## config.mk

```make
export PLATFORM = sky130hd
export DESIGN_NAME = seg_byte_source
export DESIGN_NICKNAME = d
export VERILOG_FILES = /design/src/rtl/seg_pkg.sv /design/src/rtl/hex_to_seg.sv /design/src/rtl/seg_byte_source.sv
export SDC_FILE = /design/constraint.sdc
export NUM_CORES = 1
export LEC_CHECK = 0
export BUFFER_PORTS_ARGS = -buffer_cell sky130_fd_sc_hd__buf_4
export CAP_MARGIN = 40
export CORE_UTILIZATION = 49
export DETAILED_ROUTE_END_ITERATION = 7
export GPL_TIMING_DRIVEN = 0
export HOLD_SLACK_MARGIN = 0.12
export PLACE_DENSITY = 0.75
export SKIP_LAST_GASP = 1
export SLEW_MARGIN = 20
export SYNTH_ARGS = -nofsm -noshare
export SYNTH_HDL_FRONTEND = slang
export SYNTH_SLANG_ARGS = --single-unit
```

## constraint.sdc

```tcl
create_clock -name clk -period 2.1 [get_ports clk]
set_clock_uncertainty 0.15 [all_clocks]
set_input_delay 0.105 -clock clk [delete_from_list [all_inputs] [get_ports clk]]
set_output_delay 0.105 -clock clk [all_outputs]
set_load 0.05 [all_outputs]
```

## src/rtl/seg_pkg.sv

```systemverilog
// Shared constants for the two-digit segment display source.
// Segment bit map, hex pattern table and register layout.
package seg_pkg;

    localparam int SEG_A  = 11;
    localparam int SEG_B  = 10;
    localparam int SEG_C  = 9;
    localparam int SEG_D  = 8;
    localparam int SEG_E  = 6;
    localparam int SEG_F  = 4;
    localparam int SEG_G  = 3;
    localparam int SEG_DP = 2;

    localparam logic [11:0] DP_MASK = 12'h001 << SEG_DP;

    localparam logic [11:0] HEX_TAB [16] = '{
        12'hF50, 12'h600, 12'hD48, 12'hF08,
        12'h618, 12'hB18, 12'hB58, 12'hE00,
        12'hF58, 12'hF18, 12'hE58, 12'h358,
        12'h950, 12'h748, 12'h958, 12'h858
    };

    localparam int DATA_OFS = 0;
    localparam int CTRL_OFS = 1;

    localparam int CTRL_EN    = 0;
    localparam int CTRL_BLINK = 1;
    localparam int CTRL_LZ    = 2;
    localparam int CTRL_DPL   = 3;
    localparam int CTRL_DPH   = 4;
    localparam int CTRL_W     = 5;

    localparam logic [CTRL_W-1:0] CTRL_RST = 5'b00001;

endpackage

```

## src/rtl/hex_to_seg.sv

```systemverilog
// Combinational nibble to 12-bit segment pattern decoder.
module hex_to_seg
    import seg_pkg::*;
(
    input  logic [3:0]  nib_i,
    output logic [11:0] seg_o
);

    assign seg_o = HEX_TAB[nib_i];

endmodule

```

## src/rtl/seg_byte_source.sv

```systemverilog
// CPU-writable byte display source feeding a two-digit segment mux.
// Holds DATA/CTRL, decodes both nibbles, applies blank/blink/dp.
module seg_byte_source
    import seg_pkg::*;
#(
    parameter int                ADDR_W    = 16,
    parameter logic [ADDR_W-1:0] BASE_ADDR = 16'h4020,
    parameter int                CNT_W     = 24,
    parameter logic [CNT_W-1:0]  BLINK_DIV = 24'd6000000
) (
    input  logic              clk,
    input  logic              rst_n,
    input  logic [ADDR_W-1:0] addr,
    input  logic              wr_en,
    input  logic [7:0]        wr_data,
    input  logic              rd_en,
    output logic [7:0]        rd_data,
    output logic [11:0]       low,
    output logic [11:0]       high
);

    localparam logic [ADDR_W-1:0] DATA_ADDR = BASE_ADDR + ADDR_W'(DATA_OFS);
    localparam logic [ADDR_W-1:0] CTRL_ADDR = BASE_ADDR + ADDR_W'(CTRL_OFS);
    localparam logic [CNT_W-1:0]  CNT_LAST  = BLINK_DIV - CNT_W'(1);

    logic [7:0]        data_q, data_d;
    logic [CTRL_W-1:0] ctrl_q, ctrl_d;
    logic [CNT_W-1:0]  cnt_q, cnt_d;
    logic              phase_q, phase_d;
    logic [7:0]        rd_data_q, rd_data_d;
    logic [11:0]       low_q, low_d;
    logic [11:0]       high_q, high_d;
    logic [11:0]       lo_dec, hi_dec;
    logic              cnt_wrap;
    logic              unused_wr_hi;

    assign unused_wr_hi = ^wr_data[7:CTRL_W];

    hex_to_seg u_lo (
        .nib_i (data_q[3:0]),
        .seg_o (lo_dec)
    );

    hex_to_seg u_hi (
        .nib_i (data_q[7:4]),
        .seg_o (hi_dec)
    );

    assign cnt_wrap = (cnt_q == CNT_LAST);

    always_comb begin
        data_d = data_q;
        ctrl_d = ctrl_q;
        if (wr_en && addr == DATA_ADDR) data_d = wr_data;
        if (wr_en && addr == CTRL_ADDR) ctrl_d = wr_data[CTRL_W-1:0];

        rd_data_d = rd_data_q;
        if (rd_en) begin
            unique case (1'b1)
                (addr == DATA_ADDR): rd_data_d = data_q;
                (addr == CTRL_ADDR): rd_data_d = {3'b000, ctrl_q};
                default:             rd_data_d = 8'h00;
            endcase
        end

        // Counter idles at zero so a fresh blink starts in the visible phase.
        cnt_d   = '0;
        phase_d = 1'b0;
        if (ctrl_q[CTRL_BLINK]) begin
            cnt_d   = cnt_wrap ? '0 : cnt_q + CNT_W'(1);
            phase_d = phase_q ^ cnt_wrap;
        end

        low_d  = lo_dec;
        high_d = hi_dec;
        if (ctrl_q[CTRL_LZ] && data_q[7:4] == 4'h0) high_d = '0;
        if (ctrl_q[CTRL_DPL]) low_d  = low_d | DP_MASK;
        if (ctrl_q[CTRL_DPH]) high_d = high_d | DP_MASK;
        if (!ctrl_q[CTRL_EN] || (ctrl_q[CTRL_BLINK] && phase_q)) begin
            low_d  = '0;
            high_d = '0;
        end
    end

    always_ff @(posedge clk) begin
        if (!rst_n) begin
            data_q    <= 8'h00;
            ctrl_q    <= CTRL_RST;
            cnt_q     <= '0;
            phase_q   <= 1'b0;
            rd_data_q <= 8'h00;
            low_q     <= '0;
            high_q    <= '0;
        end else begin
            data_q    <= data_d;
            ctrl_q    <= ctrl_d;
            cnt_q     <= cnt_d;
            phase_q   <= phase_d;
            rd_data_q <= rd_data_d;
            low_q     <= low_d;
            high_q    <= high_d;
        end
    end

    assign rd_data = rd_data_q;
    assign low     = low_q;
    assign high    = high_q;

endmodule
```

## Word level (Yosys, flattened, before mapping)

Memories as Yosys holds them, arrays and structs flattened.
Cells that the tools add are included.

- $add $sub $neg: 1
- $lt $le $gt $ge: 2
- Equal/unequal tests: 3
- Multiplexer cells: 8
- Bitwise gates (word level): 5
- Reduce and logical (&&, ||, !) cells: 10

Operator list:

| operator | number |
|---|---|
| two-way mux 12 bit | 5 |
| equality test 16 x 15 -> 1 bit (second input constant) | 2 |
| adder 24 x 1 -> 24 bit (second input constant) | 1 |
| equality test 24 x 23 -> 1 bit (second input constant) | 1 |
| one-hot mux 8 bit (2 select lines) | 1 |
| >= comparator 5 bit (second input constant) | 2 |
| NOT 4 -> 5 bit | 2 |
| two-way mux 3 bit | 2 |
| logical AND 1 bit | 4 |
| zero test 4 bit | 1 |
| OR reduction 3 bit | 1 |
| NOT 1 bit | 2 |
| AND reduction 2 bit | 1 |
| OR reduction 2 bit | 1 |
| zero test 1 bit | 1 |
| logical OR 1 bit | 1 |
| bitwise XOR 1 bit | 1 |

- Register bits after elaboration: 70
- Bits in read-only memories: 384
- Input bits: 28
- Output and inout port bits: 32
- Logic and storage cells: 38
- Memories kept: 2

Memory list:

| name | depth | width | read ports | clocked after memory_dff | write ports | RTL line | source |
|---|---|---|---|---|---|---|---|
| (name not given) | 16 | 12 | 1 | 0 | 0 | hex_to_seg.sv:9 | `assign seg_o = HEX_TAB[nib_i];` |
| (name not given) | 16 | 12 | 1 | 0 | 0 | hex_to_seg.sv:9 |  |

## Longest topological paths before layout

Gate-level depths: netlist (run 1).

- Depth after elaboration: 6
- Mapped depth: 6
- Mapped depth without buffers: 6

## Cells and area by module

From an unflattened synthesis (run 1), not the netlist that was laid out.

- Cell total of the unflattened synthesis: 376
- Area total of the unflattened synthesis: 3428.3 µm²

By module, submodules not included:

| module | times used | cells an instance | area an instance (µm²) | seq. area each (µm²) |
|---|---|---|---|---|
| seg_byte_source | 1 | 298 | 2770.2 | 1401.3 |
| hex_to_seg | 2 | 39 | 329.1 | 0.0 |

## Worst setup path after synthesis (run 1)

OpenSTA, ideal clock, no wires.

- Path type: register -> register
- From: reg cnt_q[0]
- To: reg cnt_q[16]
- Setup time: 70 ps
- Data arrival time: 1767 ps
- Data required time: 1880 ps
- Slack: 114 ps
- Stages on the path, launching flop included: 7
- Buffers on the path: 1
- Period minus slack after synthesis: 1986 ps
- Path through: dfxtp_1 > ha_1 > nand4_1 > or4_1 > buf_2 > or3_1 > a21oi_1

- Word-level cells in the longest chain between the ends: 2
- Elaborated cells on any way between the ends: 3
- Those cells by class: 1 x add/sub; 1 x eq/ne; 1 x reduce/logical

RTL lines:

| what | RTL line | source |
|---|---|---|
| start, declared | seg_byte_source.sv:28 | `logic [CNT_W-1:0] cnt_q, cnt_d;` |
| start signal, assigned | seg_byte_source.sv:97 | `cnt_q <= cnt_d;` |
| branches (longest 2 deep; another with adder 24 x 1 -> 24 bit) | - |  |

Parallel ways; which one is timed is not known.
A chain may end at the register's enable or synchronous reset.

## Worst setup path in the final report (run 1)

- From: reg cnt_q[19]
- To: reg cnt_q[2]

- Word-level cells in the longest chain between the ends: 2

RTL lines:

| what | RTL line | source |
|---|---|---|
| equality test 24 x 23 -> 1 bit | seg_byte_source.sv:49 | `assign cnt_wrap = (cnt_q == CNT_LAST);` |
| OR reduction 3 bit (no source line) | - |  |

Every way passes these cells.

==> results of run 1 <==
cells in the final DEF, fill, tap and decap left out, types with 2 or more instances in the layout:
cell                             n
sky130_fd_sc_hd__dfxtp_1        58
sky130_fd_sc_hd__buf_4          57
sky130_fd_sc_hd__nor2_1         27
sky130_fd_sc_hd__o21ai_0        26
sky130_fd_sc_hd__a21oi_1        24
sky130_fd_sc_hd__nand2_1        23
sky130_fd_sc_hd__nand4_1        21
sky130_fd_sc_hd__inv_1          20
sky130_fd_sc_hd__dlygate4sd3_1  16
sky130_fd_sc_hd__clkbuf_1       14
sky130_fd_sc_hd__ha_1           14
sky130_fd_sc_hd__clkbuf_8       10
sky130_fd_sc_hd__or3_1           9
sky130_fd_sc_hd__nand3_1         8
sky130_fd_sc_hd__mux2i_1         8
sky130_fd_sc_hd__conb_1          8
sky130_fd_sc_hd__xnor2_1         7
sky130_fd_sc_hd__nor2b_1         6
sky130_fd_sc_hd__nor3_1          6
sky130_fd_sc_hd__nand2b_1        5
sky130_fd_sc_hd__o22ai_1         5
sky130_fd_sc_hd__and2_1          5
sky130_fd_sc_hd__nor4b_1         4
sky130_fd_sc_hd__a221oi_1        4
sky130_fd_sc_hd__a211oi_1        4
sky130_fd_sc_hd__and4_1          4
sky130_fd_sc_hd__xor2_1          4
sky130_fd_sc_hd__and3_1          3
sky130_fd_sc_hd__or4_1           3
sky130_fd_sc_hd__buf_2           3
sky130_fd_sc_hd__nor4_1          3
sky130_fd_sc_hd__bufinv_16       3
sky130_fd_sc_hd__dfxtp_2         3
sky130_fd_sc_hd__buf_6           2
sky130_fd_sc_hd__or4_4           2
sky130_fd_sc_hd__o31ai_1         2
sky130_fd_sc_hd__mux4_2          2
sky130_fd_sc_hd__o32ai_1         2
worst reg2reg max path, stage by stage, from the launching register on:
cell,delay (ps)
sky130_fd_sc_hd__dfxtp_1,430
sky130_fd_sc_hd__nand4bb_1,140
sky130_fd_sc_hd__or4_1,580
sky130_fd_sc_hd__o21bai_2,240
sky130_fd_sc_hd__buf_2,270
sky130_fd_sc_hd__nor2_1,70
layout make-up:
type | count | share of cell area [%]
Clock buffer | 11 | 3.56
Clock inverter | 4 | 2.40
Sequential cell | 62 | 31.5
Multi-Input combinational cell | 250 | 41.2
Tap cell | 75 | 2.36
Buffer | 27 | 3.78
Inverter | 20 | 1.89
Timing Repair Buffer | 65 | 13.3
path summary, 6_finish.rpt:
path / startpoint / to / slack (ps)
max: cnt_q[19]$_SDFF_PP0_ / cnt_q[2]$_SDFF_PP0_ / 100
min: wr_en / data_q[5]$_SDFFE_PN0P_ / 190
max reg2reg: cnt_q[19]$_SDFF_PP0_ / cnt_q[2]$_SDFF_PP0_ / 100
min reg2reg: ctrl_q[4]$_SDFFE_PN0P_ / high[2]$_SDFF_PP0_ / 300
registers in the layout (all words and copies together) (netlist names):
name and cells:
ctrl_q 5, data_q 8, cnt_q 24, phase_q 1
rd_data 8, low 8, high 8
metal layers:
layer | global-route usage (%) | share of wire [%] | vias to the layer above
met2 | 34.6 | 45 | 91
met1 | 28.8 | 47 | 1245
li1 | - | - | 1403
met3 | 8.99 | 6.3 | 14
met5 | 0 | 0 | -
met4 | 8.57 | 1.7 | 0
what timing repair did:
action / 4_1_cts / 5_1_grt
endpoints found under the setup margin: 20 / 21
endpoints found under the hold margin: 21 / 0
gates resized for setup: 4 / 12
pin swaps: 0 / 1
hold buffers: 16 / 0
cell families (layout without fill, tap and decap cells):
| kind of cell | Yosys count | in the layout | share of synthesized area, % |
|---|---|---|---|
| and+or+nand+nor | 133 | 133 | 24.1 |
| AOI/OAI and AO/OA | 73 | 73 | 14.0 |
| DFF | 62 | 62 | 40.8 |
| buffers and inverters | 49 | 127 | 7.49 |
| adders and majority gates | 15 | 15 | 6.17 |
| xor gates and xnor gates | 11 | 11 | 3.17 |
| muxes | 10 | 10 | 4.11 |
| other | 1 | 8 | 0.123 |
stage by stage:
stage,utilization [%],setup TNS [ps]
after global placement,59.3,-742
after detailed placement,59.3,-988
final,66.6,0
after global routing,66.6,-5.34
after floorplan,-,0
after CTS,66.1,-23.9
power by group:
part,switching (mW),leakage [nW],internal [mW]
Sequential,0.00287,0.506,1.19
Combinational,0.128,0.894,0.0830
Clock,0.457,0.119,0.813
Total,0.588,1.52,2.08
==> reports/summary.log, run 1 <==
INFO  status         status=completed
INFO  clocking       cts_setup_buffers=0
INFO  yosys          synth_enable_flop_cells=0
INFO  worst_setup_path critical_path_required=2180ps
INFO  worst_setup_path worst_path_largest_cell_delay=580ps
INFO  worst_setup_path crit_path_max_fanout=10
INFO  clocking       cts_max_path_buffers=2
INFO  finish         multi_input_area=0.00164mm2
INFO  drt            remaining_routing_drc_violations=0
INFO  worst_setup_path crit_path_end_kind=flip-flop
INFO  clocking       worst_skew_pair.late_latency=350ps
INFO  finish         synthToLayoutAreaGrowth=30.5%
INFO  finish         layout.filler_cells=533
INFO  yosys          post_synth_inst_count=354
INFO  floorplanning  coreArea=0.00596mm2
INFO  drt            vias_per_cell=5.36
INFO  drt            wl_per_cell=13.2um
INFO  pwr            powerDensity=673mW/mm2
INFO  clocking       tritoncts.num_buffers=9
INFO  yosys          ys_ff_latch=62
INFO  worst_setup_path worst_path_dominant_cell_family=simple AND/OR/NAND/NOR gates
INFO  sta            grt_setup_unrepaired=yes
INFO  clocking       cts.htree.levels=3
INFO  grt            grt_start_max_net_pins=11
INFO  clocking       clk_pin_slew_worst_paths=70ps
INFO  floorplanning  start_util=51.1%
INFO  drt            route.vias.total=2753
INFO  floorplanning  die_area=0.00653mm2
INFO  worst_setup_path worstRegToRegCells=5
INFO  drt            postRouteWirelength=6780um
INFO  floorplanning  die_height=80.8um
INFO  grt            first_global_vias=2536
INFO  sta            setup_slack=96.1ps
INFO  worst_hold_path worst_hold_path_type=input port to flip-flop
INFO  worst_setup_path cp-start-kind=flip-flop
INFO  place          dp.cells=485
INFO  sta            clock.fmax=0.499GHz
INFO  yosys          synth.avg_cell_area=8.59um2
INFO  pwr            p_total=2.67mW
INFO  worst_setup_path worst_path_max_delay_cell=sky130_fd_sc_hd__or4_1
INFO  clocking       clock-sinks=62
INFO  sta            final-hold-violation-count=0
INFO  pwr            leakagePower=1.52nW
INFO  worst_setup_path worst-endpoint-arrival=2090ps
INFO  worst_setup_path critical_path_depth_in_cells=5
INFO  finish         finalNonFillerCells=514
INFO  drt            route.antenna.remaining_nets=0
INFO  finish         fin_nets=478
INFO  pwr            irDropWorstVdd=0.407mV
INFO  yosys          library_cell_with_the_highest_instance_count_after_synthesis=sky130_fd_sc_hd__dfxtp_1
INFO  drt            drt_iter0_drc=133
INFO  floorplanning  chipWidth=80.8um
INFO  sta            finalCritPeriodShare=95.4%
INFO  place          pre_cts_slack=-76.9ps
INFO  drt            drt_pre_antenna_iters=5
INFO  floorplanning  num_io_pins=60
INFO  worst_setup_path path_class=flip-flop to flip-flop
INFO  yosys          synthesis.yosys.warnings=0
INFO  yosys          synthArstFlopShare=0%
INFO  clocking       ctsRootBufferMaster=sky130_fd_sc_hd__clkbuf_8
INFO  yosys          yosys-top-cells-count=sky130_fd_sc_hd__dfxtp_1, sky130_fd_sc_hd__nor2_1, sky130_fd_sc_hd__o21ai_0, sky130_fd_sc_hd__a21oi_1, sky130_fd_sc_hd__nand2_1
INFO  yosys          count_of_different_cell_masters_after_synthesis=43
INFO  yosys          synthFlopType=sky130_fd_sc_hd__dfxtp_1
INFO  yosys          seq_total_area_yosys=40.8%
INFO  worst_hold_path whs_path_depth=4
INFO  finish         antenna-diode-count=0
INFO  yosys          synthTopCellsByArea=sky130_fd_sc_hd__dfxtp_1, sky130_fd_sc_hd__ha_1, sky130_fd_sc_hd__nand4_1, sky130_fd_sc_hd__o21ai_0, sky130_fd_sc_hd__a21oi_1
INFO  sta            fin_worst_hold_slack=189ps
INFO  grt            globalRoute.totalOverflow=0
INFO  grt            grt_use_total=22.7%
INFO  finish         fraction_of_final_layout_cells_with_drive_strength_greater_than_1=20.7%
INFO  yosys          yosys.area.top_type=sky130_fd_sc_hd__dfxtp_1
INFO  sta            slew_headroom=62.3%
INFO  job            max_cap_viol_count=0
INFO  place          dpl-instance-area=0.00353mm2
INFO  worst_setup_path worstPathCellList=nand4bb_1 > or4_1 > o21bai_2 > buf_2 > nor2_1
INFO  worst_setup_path timing.critical_path.buf_inv=1
INFO  place          port-buffer-count=49
INFO  grt            antenna_found_initial=0
INFO  grt            first_pass_grt_wire_length=11200um
INFO  finish         finalInstanceArea=0.00397mm2
INFO  place          post-dp-hpwl=4680um
INFO  sta            count_of_endpoints_failing_setup_in_the_final_report=0
INFO  sta            timing.final.crit_period=2000ps
INFO  yosys          netlist.area_leader.share=40.8%
INFO  finish         area.sequential=0.00125mm2
INFO  clocking       tritoncts=yes
INFO  floorplanning  std_cell_rows=28
INFO  place          gpl.final_weighted_congestion=0.882
INFO  sta            report.final.slew_viol_count=0
INFO  yosys          synth.cell_area=0.00304mm2
INFO  sta            worst_slew_pin_slew=566ps
Power figures use the tool's default switching activity.
==> inputs of run 2 (changes only) <==
- CORE_UTILIZATION: 49 -> 55
- MAX_ROUTING_LAYER: not set -> met4
- PLACE_DENSITY: 0.75 -> 0.8
- clock period: 2.1 -> 2.07 ns (I/O delays scaled with it)
==> reports/summary.log, run 2 (synthesis results as in run 1) <==
INFO  clocking       tritoncts.num_buffers=9 [unchanged]
INFO  grt            grt_use_total=25.2% [+2.5 points]
INFO  sta            count_of_endpoints_failing_setup_in_the_final_report=1 [+1]
INFO  clocking       clk_pin_slew_worst_paths=60ps [about the same]
INFO  floorplanning  die_height=76.4um [-5.5%]
INFO  worst_setup_path path_class=flip-flop to flip-flop
INFO  sta            worst_slew_pin_slew=543ps [-22.6 ps]
INFO  drt            remaining_routing_drc_violations=0 [unchanged]
INFO  floorplanning  num_io_pins=60 [unchanged]
INFO  place          gpl.final_weighted_congestion=0.884 [+0.22%]
INFO  grt            antenna_found_initial=0 [unchanged]
INFO  job            max_cap_viol_count=0 [unchanged]
INFO  floorplanning  chipWidth=76.4um [-5.5%]
INFO  sta            slew_headroom=63.8% [+1.5 points]
INFO  floorplanning  die_area=0.00583mm2 [-11%]
INFO  grt            first_pass_grt_wire_length=11300um [+1.2%]
INFO  place          port-buffer-count=49 [unchanged]
INFO  finish         flip_flop_count_of_the_largest_register_after_layout=24 [unchanged]
INFO  worst_setup_path crit_path_max_fanout=5 [-5]
INFO  worst_setup_path crit_path_end_kind=flip-flop
INFO  place          post-dp-hpwl=4460um [-4.6%]
INFO  finish         fraction_of_final_layout_cells_with_drive_strength_greater_than_1=23.8% [+3.1 points]
INFO  sta            clock.fmax=0.483GHz [-3.3%]
INFO  drt            route.vias.total=2899 [+5.3%]
INFO  sta            report.final.slew_viol_count=0 [unchanged]
INFO  drt            vias_per_cell=5.59 [+4.3%]
INFO  sta            timing.final.crit_period=2070ps [+67.4 ps]
INFO  worst_hold_path worst_hold_path_type=input port to flip-flop
INFO  clocking       cts.htree.levels=3 [unchanged]
INFO  sta            finalCritPeriodShare=100% [+4.6 points]
INFO  clocking       worst_skew_pair.late_latency=350ps [about the same]
INFO  finish         most-common-layout-cells=sky130_fd_sc_hd__buf_4, sky130_fd_sc_hd__dfxtp_1, sky130_fd_sc_hd__nor2_1
INFO  finish         largest_register=cnt_q
INFO  grt            first_global_vias=2520 [-0.63%]
INFO  sta            grt_setup_unrepaired=yes
INFO  finish         fin_nets=488 [+2.1%]
INFO  sta            final-hold-violation-count=0 [unchanged]
INFO  place          pre_cts_slack=-134ps [-57.5 ps]
INFO  pwr            leakagePower=1.54nW [+1.6%]
INFO  clocking       ctsRootBufferMaster=sky130_fd_sc_hd__clkbuf_8
INFO  place          dp.cells=480 [-1.0%]
INFO  pwr            powerDensity=588mW/mm2 [-13%]
INFO  worst_setup_path reg2reg_slack=-1ps [-100 ps]
INFO  finish         finalNonFillerCells=519 [+0.97%]
INFO  grt            grt_start_max_net_pins=11 [unchanged]
INFO  drt            route.antenna.remaining_nets=0 [unchanged]
INFO  finish         synthToLayoutAreaGrowth=31.9%
INFO  floorplanning  start_util=58.4% [+7.4 points]
INFO  drt            wl_per_cell=14.0um [+6.0%]
INFO  worst_setup_path cp-start-kind=flip-flop
INFO  worst_setup_path worst-endpoint-arrival=2200ps [+110 ps]
INFO  floorplanning  std_cell_rows=26 [-7.1%]
INFO  drt            postRouteWirelength=7250um [+7.0%]
INFO  grt            globalRoute.totalOverflow=0 [unchanged]
INFO  pwr            irDropWorstVdd=0.504mV [+24%]
INFO  status         violations=setup timing
INFO  drt            drt_pre_antenna_iters=6 [+1]
INFO  drt            drt_iter0_drc=201 [+51%]
INFO  clocking       clock-sinks=62 [unchanged]
INFO  worst_setup_path critical_path_required=2200ps [+20 ps]
INFO  finish         layout.cells.most_common=sky130_fd_sc_hd__buf_4
INFO  clocking       tritoncts=yes
INFO  finish         antenna-diode-count=0 [unchanged]
INFO  status         status=finished, violations left
INFO  sta            setup_slack=-1.30ps [-97.4 ps]
INFO  clocking       cts_max_path_buffers=2 [unchanged]
INFO  floorplanning  coreArea=0.00520mm2 [-13%]
run 2: where the power goes:
group	internal (mW)	leakage, nW	switching, mW	total, mW
Sequential	1.20	0.507	0.00274	1.21
Combinational	0.0852	0.950	0.131	0.216
Clock	0.493	0.0865	0.444	0.936
run 2: layout make-up:
type,instances,area (um2)
multi-input combinational,250,1680
tap,70,87.6
timing repair buffer,73,583
buffer,29,170
clock inverter,1,5.00
clock buffer,14,163
inverter,20,75.1
sequential,62,1250
fill,378,1190
run 2: path summary, 6_finish.rpt:
path                                        startpoint                       to  cells after the start
worst min-delay path                           addr[7]  rd_data[4]$_SDFFE_PN0P_                      5
worst max register to register     cnt_q[0]$_SDFF_PP0_     cnt_q[20]$_SDFF_PP0_                      6
worst min register to register  ctrl_q[4]$_SDFFE_PN0P_       high[2]$_SDFF_PP0_                      2
worst max-delay path               cnt_q[0]$_SDFF_PP0_     cnt_q[20]$_SDFF_PP0_                      6
run 2: timing repair:
action	CTS	global route
gates resized for setup	5	23
endpoints found under the hold margin	21	0
buffers inserted	6	2
setup endpoints to repair	20	24
hold buffers	15	0
gates cloned	0	1
pin swaps	1	9
run 2: layer usage:
layer	vias to the layer above	wire length, um	global-route usage, %
met5	-	0	-
met4	0	140	9.62
met3	16	493	7.43
met2	130	3360	38.0
met1	1324	3260	31.7
li1	1429	-	-
run 2: critical path: stages, from the launching register on:
cell and delay, ps:
sky130_fd_sc_hd__dfxtp_2 360, sky130_fd_sc_hd__ha_4 140, sky130_fd_sc_hd__nand4_1 170, sky130_fd_sc_hd__or4_4 570
sky130_fd_sc_hd__buf_6 150, sky130_fd_sc_hd__or3_4 330, sky130_fd_sc_hd__a21oi_2 130
run 2: per-stage QoR:
step | power [mW] | cell area, um2 | util [%] | hold slack (ps) | TNS [ps]
after floorplan | 1.36 | 3070 | - | 92.3 | 0
final | 2.36 | 4010 | 77.1 | 192 | -1.30
after CTS | 2.36 | 3900 | 74.9 | 184 | -21.3
after global placement | 1.43 | 3520 | 67.7 | 231 | -1150
after global routing | 2.45 | 4010 | 77.1 | 211 | -305
after detailed placement | 1.43 | 3520 | 67.7 | 229 | -2360
==> inputs of run 3 (changes only) <==
- MAX_ROUTING_LAYER: met4 -> not set
- RECOVER_POWER: not set -> 50
==> reports/summary.log, run 3 (synthesis results as in run 1) <==
INFO  status         status=finished, violations left
INFO  status         violations=setup timing
INFO  finish         flip_flop_count_of_the_largest_register_after_layout=24 [unchanged]
INFO  grt            grt_start_max_net_pins=11 [unchanged]
INFO  sta            setup_tns=-83.4ps [-82.1 ps]
INFO  drt            detail_route.wirelength.met1=3320um [+1.7%]
INFO  grt            first_pass_grt_wire_length=11300um [+0.12%]
INFO  place          dp.cells=480 [unchanged]
INFO  sta            grt_setup_unrepaired=yes
INFO  sta            slew_headroom=59.3% [-4.4 points]
INFO  worst_hold_path worst_hold_path_type=input port to flip-flop
INFO  pwr            leakagePower=1.45nW [-6.1%]
INFO  place          port-buffer-count=49 [unchanged]
INFO  grt            antenna_found_initial=0 [unchanged]
INFO  sta            count_of_endpoints_failing_setup_in_the_final_report=2 [+1]
INFO  worst_setup_path worst_path_largest_cell_delay=570ps [about the same]
INFO  floorplanning  num_io_pins=60 [unchanged]
INFO  floorplanning  start_util=58.4% [unchanged]
INFO  floorplanning  coreArea=0.00520mm2 [unchanged]
INFO  sta            clock.fmax=0.466GHz [-3.4%]
INFO  clocking       clk_pin_slew_worst_paths=70ps [about the same]
INFO  drt            met3_length=546um [+11%]
INFO  drt            drt_iter0_drc=225 [+12%]
INFO  finish         layout.filler_cells=395 [+4.5%]
INFO  worst_setup_path worstPathCellList=ha_4 > nand4_1 > or4_4 > buf_2 > o21ai_0 > a21oi_2
INFO  worst_setup_path crit_path_end_kind=flip-flop
INFO  finish         fraction_of_final_layout_cells_with_drive_strength_greater_than_1=18.4% [-5.4 points]
INFO  drt            route.vias.total=2911 [+0.41%]
INFO  finish         layout.cells.most_common=sky130_fd_sc_hd__dfxtp_1
INFO  floorplanning  die_area=0.00583mm2 [unchanged]
INFO  clocking       ctsRootBufferMaster=sky130_fd_sc_hd__clkbuf_8
INFO  clocking       worst_skew_pair.late_latency=350ps [about the same]
INFO  floorplanning  std_cell_rows=26 [unchanged]
INFO  worst_setup_path timing.critical_path.buf_inv=1 [unchanged]
INFO  clocking       cts_max_path_buffers=2 [unchanged]
INFO  place          pre_cts_slack=-134ps [unchanged]
INFO  grt            grt_use_total=24.5% [-0.63 points]
INFO  finish         fin_nets=489 [+0.20%]
INFO  clocking       tritoncts.num_buffers=9 [unchanged]
INFO  finish         antenna-diode-count=0 [unchanged]
INFO  worst_setup_path worst_path_dominant_cell_family=simple AND/OR/NAND/NOR gates
INFO  sta            finalCritPeriodShare=104% [+3.5 points]
INFO  finish         largest_register=cnt_q
INFO  worst_setup_path worst_path_max_delay_cell=sky130_fd_sc_hd__or4_4
INFO  place          gpl.final_weighted_congestion=0.870 [-1.6%]
INFO  drt            route.antenna.remaining_nets=0 [unchanged]
INFO  finish         most-common-layout-cells=sky130_fd_sc_hd__dfxtp_1, sky130_fd_sc_hd__clkbuf_1, sky130_fd_sc_hd__buf_4
INFO  finish         finalNonFillerCells=520 [+0.19%]
INFO  worst_setup_path path_class=flip-flop to flip-flop
INFO  sta            worst_slew_pin_slew=612ps [+69.1 ps]
INFO  sta            final-hold-violation-count=0 [unchanged]
INFO  clocking       tritoncts=yes
INFO  clocking       cts.htree.levels=3 [unchanged]
INFO  pwr            p_total=2.35mW [-0.51%]
INFO  drt            remaining_routing_drc_violations=0 [unchanged]
INFO  drt            top_layer_used=met4
INFO  drt            postRouteWirelength=7380um [+1.8%]
INFO  sta            report.final.slew_viol_count=0 [unchanged]
INFO  sta            timing.final.crit_period=2140ps [+73.2 ps]
INFO  worst_setup_path critical_path_required=2140ps [-60 ps]
INFO  job            max_cap_viol_count=0 [unchanged]
INFO  worst_setup_path worst-endpoint-arrival=2220ps [+20 ps]
INFO  pwr            powerDensity=597mW/mm2 [+1.5%]
INFO  drt            wl_per_cell=14.2um [+1.6%]
INFO  floorplanning  die_height=76.4um [unchanged]
INFO  grt            globalRoute.totalOverflow=0 [unchanged]
INFO  sta            setup_slack=-74.5ps [-73.2 ps]
INFO  place          post-dp-hpwl=4460um [unchanged]
INFO  clocking       clock-sinks=62 [unchanged]
INFO  drt            drt_pre_antenna_iters=5 [-1]
INFO  drt            vias_per_cell=5.60 [+0.22%]
INFO  pwr            irDropWorstVdd=0.502mV [-0.38%]
INFO  floorplanning  chipWidth=76.4um [unchanged]
INFO  finish         synthToLayoutAreaGrowth=29.2%
INFO  grt            first_global_vias=2517 [-0.12%]
INFO  worst_setup_path crit_path_max_fanout=5 [unchanged]
INFO  drt            met2_wl_post_dr=3370um [+0.33%]
INFO  worst_setup_path cp-start-kind=flip-flop
[run 3: cell count changes in the layout (fill, tap and decap cells not counted), sizes merged]
| cell | previous run | this run |
|---|---|---|
| clkbuf | 30 | 55 |
| buf | 71 | 47 |
[run 3: worst min-delay path, cell delays in order]
cell and delay (ps):
sky130_fd_sc_hd__buf_4 80, sky130_fd_sc_hd__nor4bb_1 50, sky130_fd_sc_hd__nand4_1 160, sky130_fd_sc_hd__o22ai_1 100
sky130_fd_sc_hd__and2_1 140
[run 3: layout make-up]
class	count	area [um2]	area share (%)
repair buffers	74	498	12.7
clock buffers	14	163	4.14
well taps	70	87.6	2.23
plain buffers	29	170	4.33
clock inverters	1	5.00	0.127
inverters	20	75.1	1.91
flip-flops and latches	62	1250	31.8
multi-input cells	250	1680	42.8
[run 3: final timing paths]
kind	start	to	slack (ps)	depth (start not counted)
max	cnt_q[1]$_SDFF_PP0_	cnt_q[20]$_SDFF_PP0_	-70	6
max reg2reg	cnt_q[1]$_SDFF_PP0_	cnt_q[20]$_SDFF_PP0_	-70	6
min	addr[6]	rd_data[4]$_SDFFE_PN0P_	190	5
min reg2reg	ctrl_q[4]$_SDFFE_PN0P_	high[2]$_SDFF_PP0_	300	2
[run 3: repair_timing]
| item | CTS | global route |
|---|---|---|
| setup buffers | 6 | 2 |
| gates cloned | 0 | 2 |
| endpoints found under the setup margin | 20 | 24 |
| hold endpoints to repair | 21 | 0 |
| pin swaps | 1 | 9 |
| gates resized for setup | 5 | 23 |
| hold buffers | 15 | 0 |
[run 3: metrics by stage]
stage,area (um2),util [%],hold WS (ps)
2_1_floorplan,3070,-,92.3
3_3_place_gp,3520,67.7,231
3_5_place_dp,3520,67.7,229
4_1_cts,3900,74.9,184
5_1_grt,3930,75.5,216
6_report,3930,75.5,193
[run 3: layer usage]
| metal | track usage (%) | vias to the layer above |
|---|---|---|
| met5 | 0 | - |
| met4 | 9.62 | 0 |
| met3 | 7.90 | 21 |
| met2 | 38.0 | 139 |
| met1 | 31.6 | 1321 |
| li1 | - | 1430 |
[run 3: where the power goes]
part	internal, mW	total [mW]	leakage [nW]	switching [mW]
Sequential	1.20	1.21	0.507	0.00248
Combinational	0.0742	0.206	0.856	0.131
Clock	0.493	0.935	0.0865	0.442
Total	1.77	2.35	1.45	0.576
